--- config.mk ---
export PLATFORM = sky130hd
export DESIGN_NAME = hdlc_crc16_x25
export DESIGN_NICKNAME = d
export VERILOG_FILES = /design/src/rtl/hdlc_pkg.sv /design/src/rtl/hdlc_crc16_x25.sv
export SDC_FILE = /design/constraint.sdc
export NUM_CORES = 1
export LEC_CHECK = 0
export BUFFER_PORTS_ARGS = -buffer_cell sky130_fd_sc_hd__buf_2
export CORE_AREA = 4 4 41 43
export DETAILED_ROUTE_END_ITERATION = 12
export DIE_AREA = 0 0 45 47
export PLACE_DENSITY_LB_ADDON = 0.08
export SYNTH_ARGS = -nofsm -noshare
export SYNTH_HDL_FRONTEND = slang
export SYNTH_SLANG_ARGS = --single-unit
--- constraint.sdc ---
create_clock -name vclk -period 1
set_input_delay 0.05 -clock vclk [all_inputs]
set_output_delay 0.05 -clock vclk [all_outputs]
set_load 0.005 [all_outputs]
--- src/rtl/hdlc_pkg.sv ---
// Shared constants and types for the HDLC receive frame checker.
package hdlc_pkg;

  localparam logic [15:0] CRC_INIT   = 16'hFFFF;
  localparam logic [15:0] CRC_POLY_R = 16'h8408;
  localparam logic [15:0] CRC_GOOD   = 16'hF0B8;

  typedef enum logic [1:0] {
    ERR_NONE  = 2'd0,
    ERR_SHORT = 2'd1,
    ERR_OVLEN = 2'd2,
    ERR_ABORT = 2'd3
  } hdlc_err_e;

  typedef enum logic [1:0] {
    ST_IDLE = 2'd0,
    ST_RECV = 2'd1,
    ST_OVFL = 2'd2
  } hdlc_rx_state_e;

endpackage

--- src/rtl/hdlc_crc16_x25.sv ---
// Combinational byte-wide CRC-16/X.25 step (reflected, bit 0 first).
// Shared with the transmit path.
module hdlc_crc16_x25
  import hdlc_pkg::*;
(
  input  logic [15:0] crc_in,
  input  logic [7:0]  data_in,
  output logic [15:0] crc_out
);

  logic [15:0] c;

  always_comb begin
    c = crc_in ^ {8'h00, data_in};
    for (int i = 0; i < 8; i++) begin
      c = c[0] ? ((c >> 1) ^ CRC_POLY_R) : (c >> 1);
    end
    crc_out = c;
  end

endmodule

======== After elaboration in Yosys (flattened, before gate mapping) ========
Index checks and enable logic that the tools add are counted.
storage, ports and cells
  register bits after elaboration ......... 0
  word-level logic and storage cells ...... 17
  output and inout bits ................... 16
  bits of input ports ..................... 24
operators by class
  muxes and demuxes ....................... 8
  bitwise logic cells ..................... 9
operators with widths
  cell                                    number
  16-bit 2-to-1 mux                       8
  2-bit inverter with 3-bit output        8
  16-bit by 8-bit XOR with 16-bit output  1

======== Longest topological paths before layout ========
  word-level depth ........................ 17
  depth in mapped cells ................... 3
  mapped depth without buffers ............ 3

======== Worst setup path after synthesis ========
OpenSTA, ideal clock, no wires.
  kind .................................... input to output
  start point ............................. in data_in[3]
  end point ............................... out crc_out[10]
  data required time ...................... 950 ps
  arrival ................................. 784 ps
  buffers on the path ..................... 0
  stages .................................. 2
  path slack .............................. 166 ps
  cells stage by stage .................... xnor2_1 > xnor3_1
between the ends
  longest elaborated chain between the ends .. 9
ends and longest elaborated chain
  element                                 line                  RTL
  from (decl)                             hdlc_crc16_x25.sv:7   input logic [7:0] data_in,
  16-bit by 8-bit XOR with 16-bit output  hdlc_crc16_x25.sv:14  c = crc_in ^ {8'h00, data_in};
  16-bit 2-to-1 mux (8 in a row)          hdlc_crc16_x25.sv:16  c = c[0] ? ((c >> 1) ^ CRC_POLY_R) : (c >> 1);
  to (decl)                               hdlc_crc16_x25.sv:8   output logic [15:0] crc_out
Every way passes these cells.

======== Worst setup path after layout ========
  start point ............................. in data_in[5]
  end point ............................... out crc_out[1]
between the ends
  longest elaborated chain between the ends .. 10
ends and longest elaborated chain
  element                                     line
  16-bit by 8-bit XOR with 16-bit output *    hdlc_crc16_x25.sv:14
  16-bit 2-to-1 mux *                         hdlc_crc16_x25.sv:16
  2-bit inverter with 3-bit output (no line)  n/a
  16-bit 2-to-1 mux * (7 in a row)            hdlc_crc16_x25.sv:16
Every way passes the cells marked *; elsewhere a longest branch is shown, timed or not.

==> results by group <==
Run status
  • Status: completed

Timing
  • Setup Viol. Count Final: 0
  • Fmax: 1025 MHz
  • Setup_tns: 0 ns
  • RSZ-0062 raised after global routing: yes
  • Final Slew Violations: 0
  • Normalized max-slew margin: 0.7894
  • Tcrit/Tclk final: 0.9756
  • Final hold viol count: 0
  • Slew @ Worst Pin: 0.3137 ns
  • Tmin final: 0.9756 ns

Critical path
  • Critical Path RT: 0.95 ns
  • Setup Crit Path Kind: input pin to output pin
  • Crit Path Max Fanout: 3
  • CP arrival: 0.93 ns
  • Crit start category: input pin
  • Crit path capture type: output pin

Floorplan
  • Rows: 13
  • Area of the die: 2115 sq um
  • Ports: 40
  • Initial core utilization: 0.2981
  • Die width: 45 microns
  • Die H: 47 microns
  • Area of the core: 1301 sq um

Final layout
  • Share of cells above drive strength 1: 0.7722
  • Area Overhead vs Synth: 106.8%
  • Clock buffers: 0
  • Multi-input logic area: 432.9 sq um
  • Final Instance Area: 802.0 sq um
  • Register Area: 0 sq um
  • Number of sequential cells: 0
  • Fillers: 110
  • Antenna cells: 0
  • # nets final: 105

Place
  • Hpwl dp: 721.2 microns
  • Port bufs: 40
  • Placed cell area: 666.9 sq um
  • GP Congestion: 0.6039

Synthesis
  • Register area share after synthesis: 0
  • Syn Area/Cell: 15.51 sq um
  • Most frequent cells after synthesis: xnor2_1, xnor3_1, xnor2_2, xor2_1, xor3_1
  • Synth top area share: 0.2903
  • Most frequent cell after synthesis: xnor2_1
  • Synth area leader: xnor3_1
  • Post-synthesis net count: 49
  • Largest family of logic cells by synthesized area: XOR/XNOR gates
  • Post-synthesis simple-gate area fraction: 0
  • Cell area after synthesis: 387.9 sq um
  • Adder-cell area share of the yosys netlist: 0
  • Mux share of post-synthesis cell area: 0
  • Synth Instances: 25
  • Count of cell types in the netlist: 8
  • Synth warnings: 0
  • Main area contributors after synthesis: xnor3_1, xor3_1, xnor2_1, xnor2_2, xnor2_4
  • Complex-gate fraction of the synthesized area: 0
  • Synth Area in XOR/XNOR: 0.9903

Power
  • Leakage: 0.4616 nW
  • Worst IR drop on VDD: 0.4758 mV
  • Power per cell area: 831.8 nW/um^2

Routing
  • Via Count: 382
  • Detail-routed via count per cell: 4.064
  • WL final: 952 microns
  • Drt first pass iters: 4
  • Wirelength per Cell: 10.13 microns
  • Drt drc: 0
  • DRT antenna net count: 0
  • 1st-iter DRT viols: 4

Global route
  • Vias in the first global route: 334
  • Largest net degree at the start of global routing: 5
  • Initial antenna violation count: 0
  • Grt total ovfl: 0
  • Global-route wire length before repair: 1.269 mm
  • GR Util All Layers: 0.07643

Run
  • Max cap viols: 0

Clocking
  • Hold buffers post-CTS: 0

Worst hold path
  • Hold WC Path Type: input pin to output pin
per-stage QoR:
step	total power [mW]	setup WS (ns)	cells	hold WS (ns)	utilization
final	0.6671	0.02436	94	0.3542	0.6163
after global routing	0.7316	-0.02700	94	0.3659	0.6163
after CTS	0.6074	0.007661	89	0.3566	0.5462
after detailed placement	0.5773	-0.1140	88	0.3561	0.5125
after global placement	0.5757	-0.1200	88	0.3552	0.5125
after floorplan	0.3191	0.1660	25	0.1600	-
cells in the final DEF (no fill, tap or decap), drive strengths merged:
master / netlist / layout
xnor2: 12 / 12
xnor3: 5 / 5
xor2: 3 / 3
buf: 0 / 54
inv: 1 / 1
xor3: 4 / 4
routing by layer:
layer  part of all wire  GRT usage  vias up
li1                   -          -      191
met5                  0          0        -
met4                  0          0        0
met2               0.54     0.1525       26
met1               0.31    0.09302      165
met3               0.15   0.007663        0
path summary, 6_finish.rpt:
| kind | from | end | depth (start not counted) |
|---|---|---|---|
| min | crc_in[13] | crc_out[5] | 3 |
| max | data_in[5] | crc_out[1] | 4 |
what timing repair did:
action / CTS / global route
endpoints found under the setup margin: 7 / 7
setup buffers: 1 / 6
pin swaps: 1 / 6
gates resized for setup: 5 / 12
power breakdown:
part	internal (mW)	switching, mW	leakage [nW]
logic	0.453	0.214	0.462
clock network	0	0	0
registers	0	0	0
kinds of logic (layout without fill, tap and decap cells):
| logic type | count (synthesis) | count (layout) |
|---|---|---|
| XOR/XNOR | 24 | 24 |
| buffers and inverters | 1 | 55 |
critical path: stages:
cell and delay, ns:
buf_2 0.13, xnor2_4 0.19, xor3_4 0.42, buf_6 0.13
area by class of cell:
type / instances / share of cell area
inverter: 1 / 0.004680
timing repair buffer: 54 / 0.4321
tap: 15 / 0.02340
multi-input combinational: 24 / 0.5398
Note: power is estimated with default switching activity, not from simulation.
